===== src/rtl/core_pkg.sv =====
// rtl/core_pkg.sv - shared opcode, mux-select and pipeline-control definitions for the 5-stage core
package core_pkg;

    localparam logic [6:0] OP_R      = 7'b0110011;
    localparam logic [6:0] OP_IMM    = 7'b0010011;
    localparam logic [6:0] OP_LOAD   = 7'b0000011;
    localparam logic [6:0] OP_STORE  = 7'b0100011;
    localparam logic [6:0] OP_BRANCH = 7'b1100011;
    localparam logic [6:0] OP_JAL    = 7'b1101111;
    localparam logic [6:0] OP_JALR   = 7'b1100111;
    localparam logic [6:0] OP_LUI    = 7'b0110111;
    localparam logic [6:0] OP_AUIPC  = 7'b0010111;

    typedef enum logic [1:0] {
        PC_PLUS4  = 2'b00,
        PC_BRANCH = 2'b01,
        PC_JALR   = 2'b10
    } pc_sel_e;

    typedef enum logic [1:0] {
        FWD_RF  = 2'b00,
        FWD_MEM = 2'b01,
        FWD_WB  = 2'b10
    } fwd_sel_e;

    typedef enum logic {
        ST_RUN   = 1'b0,
        ST_FLUSH = 1'b1
    } hz_state_e;

    // An instruction now in EX will be in MEM when the consumer reaches EX, hence FWD_MEM;
    // the EX match wins because it is the younger producer.
    function automatic logic [1:0] fwd_select(
        input logic [4:0] src,
        input logic       used,
        input logic [4:0] ex_rd,
        input logic       ex_we,
        input logic       ex_is_load,
        input logic [4:0] mem_rd,
        input logic       mem_we
    );
        logic [1:0] sel;
        sel = FWD_RF;
        if (used && src != 5'd0) begin
            if (ex_we && !ex_is_load && ex_rd == src) begin
                sel = FWD_MEM;
            end else if (mem_we && mem_rd == src) begin
                sel = FWD_WB;
            end
        end
        return sel;
    endfunction

endpackage


===== src/rtl/hazard_src_decode.sv =====
// rtl/hazard_src_decode.sv - extracts source registers and their usage from an RV32I instruction
module hazard_src_decode
    import core_pkg::*;
(
    input  logic [31:0] id_instr,
    output logic [4:0]  rs1,
    output logic [4:0]  rs2,
    output logic        uses_rs1,
    output logic        uses_rs2
);

    logic unused_bits;

    assign rs1 = id_instr[19:15];
    assign rs2 = id_instr[24:20];
    assign unused_bits = ^{id_instr[31:25], id_instr[14:7]};

    // Opcode class decides which source fields are real register reads
    always_comb begin
        uses_rs1 = 1'b0;
        uses_rs2 = 1'b0;
        case (id_instr[6:0])
            OP_R, OP_STORE, OP_BRANCH: begin
                uses_rs1 = 1'b1;
                uses_rs2 = 1'b1;
            end
            OP_IMM, OP_LOAD, OP_JALR: begin
                uses_rs1 = 1'b1;
            end
            default: begin
                uses_rs1 = 1'b0;
                uses_rs2 = 1'b0;
            end
        endcase
    end

endmodule


===== src/rtl/hazard_ctrl.sv =====
// rtl/hazard_ctrl.sv - load-use stall, branch flush and operand-forwarding control for the EX stage
module hazard_ctrl
    import core_pkg::*;
#(
    parameter int FLUSH_CYCLES = 2,
    parameter int COUNT_W      = 16
) (
    input  logic               clock,
    input  logic               reset,
    input  logic [31:0]        id_instr,
    input  logic               id_valid,
    input  logic [4:0]         ex_rd,
    input  logic               ex_we,
    input  logic               ex_is_load,
    input  logic [4:0]         mem_rd,
    input  logic               mem_we,
    input  logic               branch,
    input  logic               jalr,
    output logic               stall_if,
    output logic               stall_id,
    output logic               flush_id,
    output logic               flush_ex,
    output logic [1:0]         pc_sel,
    output logic [1:0]         fwd_a,
    output logic [1:0]         fwd_b,
    output logic [COUNT_W-1:0] stall_count,
    output logic [COUNT_W-1:0] flush_count
);

    localparam logic [2:0]         FLUSH_LOAD = 3'(FLUSH_CYCLES - 1);
    localparam logic [COUNT_W-1:0] CNT_MAX    = '1;

    hz_state_e          state_q;
    logic [2:0]         flush_cnt_q;
    logic [1:0]         fwd_a_q, fwd_b_q;
    logic [1:0]         fwd_a_d, fwd_b_d;
    logic [COUNT_W-1:0] stall_count_q, flush_count_q;

    logic [4:0] rs1, rs2;
    logic       uses_rs1, uses_rs2;
    logic       load_use;

    hazard_src_decode u_src_decode (
        .id_instr (id_instr),
        .rs1      (rs1),
        .rs2      (rs2),
        .uses_rs1 (uses_rs1),
        .uses_rs2 (uses_rs2)
    );

    // A load result is not available until WB, so a consumer right behind it must wait one cycle
    always_comb begin
        load_use = id_valid && ex_we && ex_is_load && (ex_rd != 5'd0) &&
                   ((uses_rs1 && rs1 == ex_rd) || (uses_rs2 && rs2 == ex_rd));
    end

    // Mealy pipeline controls; a taken branch outranks a load-use stall since the consumer is wrong-path
    always_comb begin
        stall_if = 1'b0;
        stall_id = 1'b0;
        flush_id = 1'b0;
        flush_ex = 1'b0;
        pc_sel   = PC_PLUS4;
        if (reset) begin
            case (state_q)
                ST_RUN: begin
                    if (branch) begin
                        pc_sel   = jalr ? PC_JALR : PC_BRANCH;
                        flush_id = 1'b1;
                        flush_ex = 1'b1;
                    end else if (load_use) begin
                        stall_if = 1'b1;
                        stall_id = 1'b1;
                        flush_ex = 1'b1;
                    end
                end
                ST_FLUSH: begin
                    flush_id = 1'b1;
                    flush_ex = 1'b1;
                end
                default: begin
                    pc_sel = PC_PLUS4;
                end
            endcase
        end
    end

    // Forward selects for the instruction about to enter EX
    always_comb begin
        fwd_a_d = FWD_RF;
        fwd_b_d = FWD_RF;
        if (id_valid) begin
            fwd_a_d = fwd_select(rs1, uses_rs1, ex_rd, ex_we, ex_is_load, mem_rd, mem_we);
            fwd_b_d = fwd_select(rs2, uses_rs2, ex_rd, ex_we, ex_is_load, mem_rd, mem_we);
        end
    end

    // Forward registers: a stalled ID holds them, a bubble into EX clears them
    always_ff @(posedge clock) begin
        if (!reset) begin
            fwd_a_q <= FWD_RF;
            fwd_b_q <= FWD_RF;
        end else if (stall_id) begin
            fwd_a_q <= fwd_a_q;
            fwd_b_q <= fwd_b_q;
        end else if (flush_ex) begin
            fwd_a_q <= FWD_RF;
            fwd_b_q <= FWD_RF;
        end else begin
            fwd_a_q <= fwd_a_d;
            fwd_b_q <= fwd_b_d;
        end
    end

    // RUN/FLUSH sequencing with saturating event counters
    always_ff @(posedge clock) begin
        if (!reset) begin
            state_q       <= ST_RUN;
            flush_cnt_q   <= 3'd0;
            stall_count_q <= '0;
            flush_count_q <= '0;
        end else begin
            case (state_q)
                ST_RUN: begin
                    if (branch) begin
                        if (flush_count_q != CNT_MAX) begin
                            flush_count_q <= flush_count_q + 1'b1;
                        end
                        if (FLUSH_CYCLES > 1) begin
                            state_q     <= ST_FLUSH;
                            flush_cnt_q <= FLUSH_LOAD;
                        end
                    end else if (load_use) begin
                        if (stall_count_q != CNT_MAX) begin
                            stall_count_q <= stall_count_q + 1'b1;
                        end
                    end
                end
                ST_FLUSH: begin
                    if (flush_cnt_q <= 3'd1) begin
                        state_q     <= ST_RUN;
                        flush_cnt_q <= 3'd0;
                    end else begin
                        flush_cnt_q <= flush_cnt_q - 3'd1;
                    end
                end
                default: begin
                    state_q <= ST_RUN;
                end
            endcase
        end
    end

    assign fwd_a       = fwd_a_q;
    assign fwd_b       = fwd_b_q;
    assign stall_count = stall_count_q;
    assign flush_count = flush_count_q;

endmodule


===== config.mk =====
export PLATFORM = sky130hd
export DESIGN_NAME = hazard_ctrl
export DESIGN_NICKNAME = d
export VERILOG_FILES = /design/src/rtl/core_pkg.sv /design/src/rtl/hazard_src_decode.sv /design/src/rtl/hazard_ctrl.sv
export SDC_FILE = /design/constraint.sdc
export NUM_CORES = 1
export LEC_CHECK = 0
export CAP_MARGIN = 20
export CORE_ASPECT_RATIO = 1.2
export CORE_MARGIN = 1
export CORE_UTILIZATION = 60
export DETAILED_ROUTE_END_ITERATION = 8
export DONT_BUFFER_PORTS = 1
export PLACE_DENSITY = 0.75
export SYNTH_ARGS = -nofsm -noshare
export SYNTH_HDL_FRONTEND = slang
export SYNTH_SLANG_ARGS = --single-unit

===== constraint.sdc =====
create_clock -name clock -period 6.5 [get_ports clock]
set_input_delay 1.95 -clock clock [delete_from_list [all_inputs] [get_ports clock]]
set_output_delay 1.95 -clock clock [all_outputs]
set_load 0.05 [all_outputs]

==> results of run 1 <==
where the power goes:
part           switching (mW)  internal (mW)
registers             0.00949          0.248
logic                  0.0290         0.0203
clock network          0.0899         0.0859
cells by family (layout without fill, tap and decap cells):
group / Yosys count / after routing / share of synthesized area [%]
and+or+nand+nor: 148 / 148 / 34.5
xor gates and xnor gates: 44 / 44 / 16.7
DFF: 40 / 40 / 34.7
AOI/OAI and AO/OA: 25 / 25 / 6.34
buffers and inverters: 15 / 17 / 3.47
muxes: 5 / 5 / 2.17
adders and majority gates: 4 / 4 / 2.17
cells in the final DEF (no fill, tap or decap), drive strengths merged, types with 6 or more instances in the layout:
cell type,Yosys,layout
nor2,41,41
dfxtp,40,40
xnor2,29,29
nand2,25,25
nor3,18,18
nand3,16,16
xor2,15,15
nand4,13,13
a21oi,11,11
o21ai,9,9
and3,7,7
clkbuf,6,6
per-layer routing:
metal,vias up,wire (µm),global-route usage [%]
met5,-,0,0
met4,0,78,10.6
met3,6,270,7.04
met2,51,2220,40.1
met1,876,2040,28.7
li1,971,-,-
worst paths after layout:
path / from / to / slack [ps] / cells after the start
hold reg to reg: flush_cnt_q[1] / flush_cnt_q[1] / 500 / 2
setup reg to reg: stall_count[2] / stall_count[11] / 3880 / 7
setup / recovery: id_instr[0] / flush_ex / 1040 / 6
hold / removal: flush_cnt_q[1] / flush_cnt_q[1] / 500 / 2
area by class of cell:
type | count | area (µm²)
clock buffers | 6 | 82.6
clock inverters | 2 | 15.0
fillers | 336 | 1220
inverters | 4 | 15.0
multi-input cells | 226 | 1430
flip-flops and latches | 40 | 801
well taps | 52 | 65.1
repair buffers | 5 | 37.5
flip-flops by register name, summed over array words and instances, names as in the netlist:
register     cells
stall_count     16
fwd_b            2
fwd_a            2
state_q          1
flush_cnt_q      3
flush_count     16
worst max-delay path, stage by stage:
cell	delay, ps
sky130_fd_sc_hd__and3b_1	190
sky130_fd_sc_hd__nand4b_1	170
sky130_fd_sc_hd__nor3_2	90
sky130_fd_sc_hd__o21ai_2	720
sky130_fd_sc_hd__a21oi_1	160
sky130_fd_sc_hd__buf_4	230
==> flow_metrics.env, run 1 <==
export IMPL_worst_skew_pair_late_latency_ps=300
export IMPL_postSynthCellCount=281
export IMPL_timing_clock_skew_ps=5.38
export IMPL_core_area_um2=3660
export IMPL_status="finished, final reports clean"
export IMPL_utilization_pct=66.8
export IMPL_detail_route_first_pass_iterations=4
export IMPL_layout_area_overhead_vs_synth_pct=5.96
export IMPL_postPlaceCellArea_um2=2350
export IMPL_crit_type="in -> out"
export IMPL_cp_end_kind="primary output"
export IMPL_dp_cells=327
export IMPL_synth_flop_cell="sky130_fd_sc_hd__dfxtp_1"
export IMPL_yosysUniqueCellTypes=41
export IMPL_mappedNetlistArea_um2=2310
export IMPL_crit_path_start_kind="input pin"
export IMPL_totalNegativeSetupSlack_ps=0
export IMPL_leakage_power_figure_nw=0.815
export IMPL_min_period_ps=5460
export IMPL_number_of_synthesized_flops_with_an_enable_pin=0
export IMPL_hold_buffers=0
export IMPL_die_area_um2=4100
export IMPL_core_rowCount=24
export IMPL_cts_inserted_buffers=5
export IMPL_route_antenna_remaining_nets=0
export IMPL_grt_antenna_before_repair=0
export IMPL_finish_instance_area_um2=2450
export IMPL_final_antenna_diode_count=0
export IMPL_first_pass_grt_wire_length_um=7760
export IMPL_detailedRoute_firstIterationViolations=98
export IMPL_synthTopCellsByCount="sky130_fd_sc_hd__dfxtp_1 (40), sky130_fd_sc_hd__nor2_1 (40), sky130_fd_sc_hd__xnor2_1 (29), sky130_fd_sc_hd__nand2_1 (24), sky130_fd_sc_hd__nand3_1 (16)"
export IMPL_grt_max_degree=35
export IMPL_floorplan_initialDensity_pct=63.0
export IMPL_layout_cells_non_filler=335
export IMPL_dp_final_hpwl_um=3490
export IMPL_tritoncts="yes"
export IMPL_first_global_vias=1804
export IMPL_synth_warnings=0
export IMPL_timing_critical_path_required_ps=4550
export IMPL_die_height_um=70.0
export IMPL_timing_hold_violations_final=0
export IMPL_synthArstFlopShare_pct=0
export IMPL_detail_route_vias_per_cell=5.68
export IMPL_whs_ps=500
export IMPL_path_max_fanout=20
export IMPL_max_slew_worst_pin_slew_ps=901
export IMPL_post_cts_resized_instances=0
export IMPL_max_freq_mhz=183
export IMPL_crit_arrival_ps=3510
export IMPL_pre_cts_slack_ps=1050
export IMPL_unrepaired_setup_endpoints_after_global_routing="no"
export IMPL_power_ir_vdd_worst_v=0.000129
export IMPL_worst_slack_ps=1040
export IMPL_totalWireLength_um=4620
export IMPL_cellPowerDensity_nw_per_um2=197
export IMPL_globalRoute_totalOverflow=0
export IMPL_synthTopCellsByArea="sky130_fd_sc_hd__dfxtp_1 (35%), sky130_fd_sc_hd__xnor2_1 (11%), sky130_fd_sc_hd__nor2_1 (6.5%)"
export IMPL_groute_usage_overall_pct=24.3
export IMPL_drv_cap=0
export IMPL_timing_max_slew_rel_slack_pct=39.9
export IMPL_ys_seq_elements=40
export IMPL_vias=1904
export IMPL_final_nets=336
export IMPL_num_io_pins=92
export IMPL_timing_final_crit_share_pct=84.0
export IMPL_synth_net_count=335
export IMPL_place_congestion=0.812
export IMPL_synth_yosys_seq_area_share_pct=34.7
export IMPL_synthDominantCellAreaShare_pct=34.7
export IMPL_routed_wire_length_per_instance_um=13.8
export IMPL_drive_above_1_share_pct=9.19
export IMPL_total_power_after_layout_mw=0.482
export IMPL_avgSynthCellArea_um2=8.22
export IMPL_drc=0
export IMPL_setup_viol=0
export IMPL_cts_num_sinks=40
export IMPL_cts_clk_slew_worst_paths_ps=70
export IMPL_clockBufferDepth=2
export IMPL_yosys_area_top_type="sky130_fd_sc_hd__dfxtp_1"
export IMPL_cts_root_buf="sky130_fd_sc_hd__clkbuf_8"
export IMPL_chipWidth_um=58.6
export IMPL_clock_tree_htree_level_count=2
export IMPL_slew_violations=0
export IMPL_min_delay_path_class="reg -> reg"
export IMPL_buffer_ports_inserted=0
export IMPL_post_cts_setup_buffer_count=0
(Power assumes the default switching activity.)
==> run 2: changes to the inputs <==
==> constraint.sdc (replaced) <==
create_clock -name clock -period 5.7 [get_ports clock]
set_input_delay 1.71 -clock clock [delete_from_list [all_inputs] [get_ports clock]]
set_output_delay 1.71 -clock clock [all_outputs]
set_load 0.05 [all_outputs]
==> flow_metrics.env, run 2 (same netlist as run 1, synthesis figures left out) <==
export IMPL_timing_max_slew_rel_slack_pct=40.0
export IMPL_hold_path_end="flush_cnt_q[1]"
export IMPL_worst_slack_ps=747
export IMPL_place_congestion=0.825
export IMPL_power_ir_vdd_worst_v=0.000158
export IMPL_timing_rr_end="stall_count[11]"
export IMPL_route_antenna_remaining_nets=0
export IMPL_r2r_start="stall_count[2]"
export IMPL_core_rowCount=24
export IMPL_timing_hold_worst_start="flush_cnt_q[1]"
export IMPL_status="finished, final reports clean"
export IMPL_floorplan_initialDensity_pct=63.0
export IMPL_fillerInstances=333
export IMPL_crit_type="in -> out"
export IMPL_cp_end_kind="primary output"
export IMPL_routed_wire_length_per_instance_um=13.8
export IMPL_worst_r2r_setup_slack_ps=3050
export IMPL_timing_final_crit_share_pct=86.9
export IMPL_chipWidth_um=58.6
export IMPL_post_cts_setup_buffer_count=0
export IMPL_timing_clock_skew_ps=7.88
export IMPL_cts_clk_slew_worst_paths_ps=80
export IMPL_timing_hold_violations_final=0
export IMPL_crit_family="compound AO/OA/AOI/OAI gates"
export IMPL_worst_path_largest_cell_delay_ps=720
export IMPL_detail_route_first_pass_iterations=4
export IMPL_dp_cells=327
export IMPL_totalWireLength_um=4640
export IMPL_total_power_after_layout_mw=0.580
export IMPL_first_pass_grt_wire_length_um=7620
export IMPL_worst_skew_pair_late_latency_ps=290
export IMPL_timing_critical_path_required_ps=3990
export IMPL_clock_tree_htree_level_count=2
export IMPL_final_nets=336
export IMPL_grt_max_degree=35
export IMPL_num_io_pins=92
export IMPL_postPlaceCellArea_um2=2350
export IMPL_hold_buffers=0
export IMPL_min_delay_path_depth=2
export IMPL_dp_final_hpwl_um=3420
export IMPL_totalNegativeSetupSlack_ps=0
export IMPL_die_area_um2=4100
export IMPL_pre_cts_slack_ps=751
export IMPL_first_global_vias=1750
export IMPL_setup_viol=0
export IMPL_whs_ps=502
export IMPL_crit_chain="and3b_1 > nand4b_1 > nor3_2 > o21ai_2 > a21oi_1 > buf_4"
export IMPL_multiInputGateArea_um2=1430
export IMPL_tritoncts="yes"
export IMPL_finish_instance_area_um2=2460
export IMPL_critical_path_slowest_cell="sky130_fd_sc_hd__o21ai_2"
export IMPL_cts_num_sinks=40
export IMPL_commonest_non_fill_non_tap_cells_in_the_layout="sky130_fd_sc_hd__dfxtp_1 (40), sky130_fd_sc_hd__nor2_1 (39), sky130_fd_sc_hd__xnor2_1 (29), sky130_fd_sc_hd__nand2_1 (24), sky130_fd_sc_hd__nand3_1 (16)"
export IMPL_leakage_power_figure_nw=0.827
export IMPL_detailedRoute_firstIterationViolations=106
export IMPL_path_max_fanout=20
export IMPL_max_slew_worst_pin_slew_ps=900
export IMPL_drc=0
export IMPL_drive_above_1_share_pct=8.83
export IMPL_layout_area_overhead_vs_synth_pct=6.39
export IMPL_cellPowerDensity_nw_per_um2=236
export IMPL_core_area_um2=3660
export IMPL_drv_cap=0
export IMPL_worst_r2r_cell_count=7
export IMPL_min_period_ps=4950
export IMPL_layout_area_seq_um2=801
export IMPL_cts_root_buf="sky130_fd_sc_hd__clkbuf_8"
export IMPL_max_freq_mhz=202
export IMPL_cts_inserted_buffers=5
export IMPL_clockBufferDepth=2
export IMPL_crit_arrival_ps=3240
export IMPL_die_height_um=70.0
export IMPL_crit_path_start_kind="input pin"
export IMPL_groute_usage_overall_pct=23.4
export IMPL_min_delay_path_class="reg -> reg"
export IMPL_path_buf_inv=1
export IMPL_post_cts_resized_instances=0
export IMPL_final_antenna_diode_count=0
export IMPL_utilization_pct=67.1
export IMPL_layout_commonest_cell="sky130_fd_sc_hd__dfxtp_1"
export IMPL_unrepaired_setup_endpoints_after_global_routing="no"
export IMPL_vias=1925
export IMPL_grt_antenna_before_repair=0
export IMPL_slew_violations=0
export IMPL_layout_cells_non_filler=335
export IMPL_buffer_ports_inserted=0
export IMPL_detail_route_vias_per_cell=5.75
export IMPL_globalRoute_totalOverflow=0
## run 2: layout make-up
| type | instances | area share [%] |
|---|---|---|
| repair buffers | 5 | 1.53 |
| well taps | 52 | 2.65 |
| flip-flops and latches | 40 | 32.6 |
| clock buffers | 6 | 2.95 |
| clock inverters | 2 | 1.43 |
| inverters | 4 | 0.611 |
| multi-input cells | 226 | 58.2 |
## run 2: report_power, final
part           total, mW  internal (mW)  leakage, nW  switching, mW
registers          0.293          0.283        0.323         0.0108
logic             0.0564         0.0232        0.449         0.0332
clock network      0.230          0.130       0.0552          0.100
total              0.580          0.436        0.827          0.144
## run 2: per-layer routing
layer | vias up | wire length [µm] | track usage (%)
met5 | - | 0 | 0
li1 | 973 | - | -
met4 | 0 | 59 | 8.20
met3 | 7 | 270 | 4.81
met1 | 891 | 2110 | 30.5
met2 | 54 | 2190 | 37.9
## run 2: how the worst max path moves through the flow
stage	start	end	depth (start not counted)
after floorplan	id_instr[3]	stall_if	8
after global placement	id_instr[0]	flush_ex	6
after detailed placement	id_instr[0]	flush_ex	6
after CTS	id_instr[0]	flush_ex	6
after global routing	id_instr[0]	flush_ex	6
final	id_instr[0]	flush_ex	6
## run 2: worst register-to-register path: stages (launching register included)
cell	delay, ps
sky130_fd_sc_hd__dfxtp_1	740
sky130_fd_sc_hd__and4_1	360
sky130_fd_sc_hd__and3_2	260
sky130_fd_sc_hd__nand2_2	140
sky130_fd_sc_hd__o21ai_2	600
sky130_fd_sc_hd__nor2_2	140
sky130_fd_sc_hd__nand4_1	160
sky130_fd_sc_hd__mux2i_1	180
==> run 3: changes to the inputs <==
--- a/config.mk
+++ b/config.mk
@@ -9,6 +9,7 @@
 export CORE_ASPECT_RATIO = 1.2
 export CORE_MARGIN = 1
 export CORE_UTILIZATION = 60
+export CTS_CLUSTER_SIZE = 14
 export DETAILED_ROUTE_END_ITERATION = 8
 export DONT_BUFFER_PORTS = 1
 export PLACE_DENSITY = 0.75
==> results of run 3 <==
Final layout, timing and power as in run 2 (identical DEF).
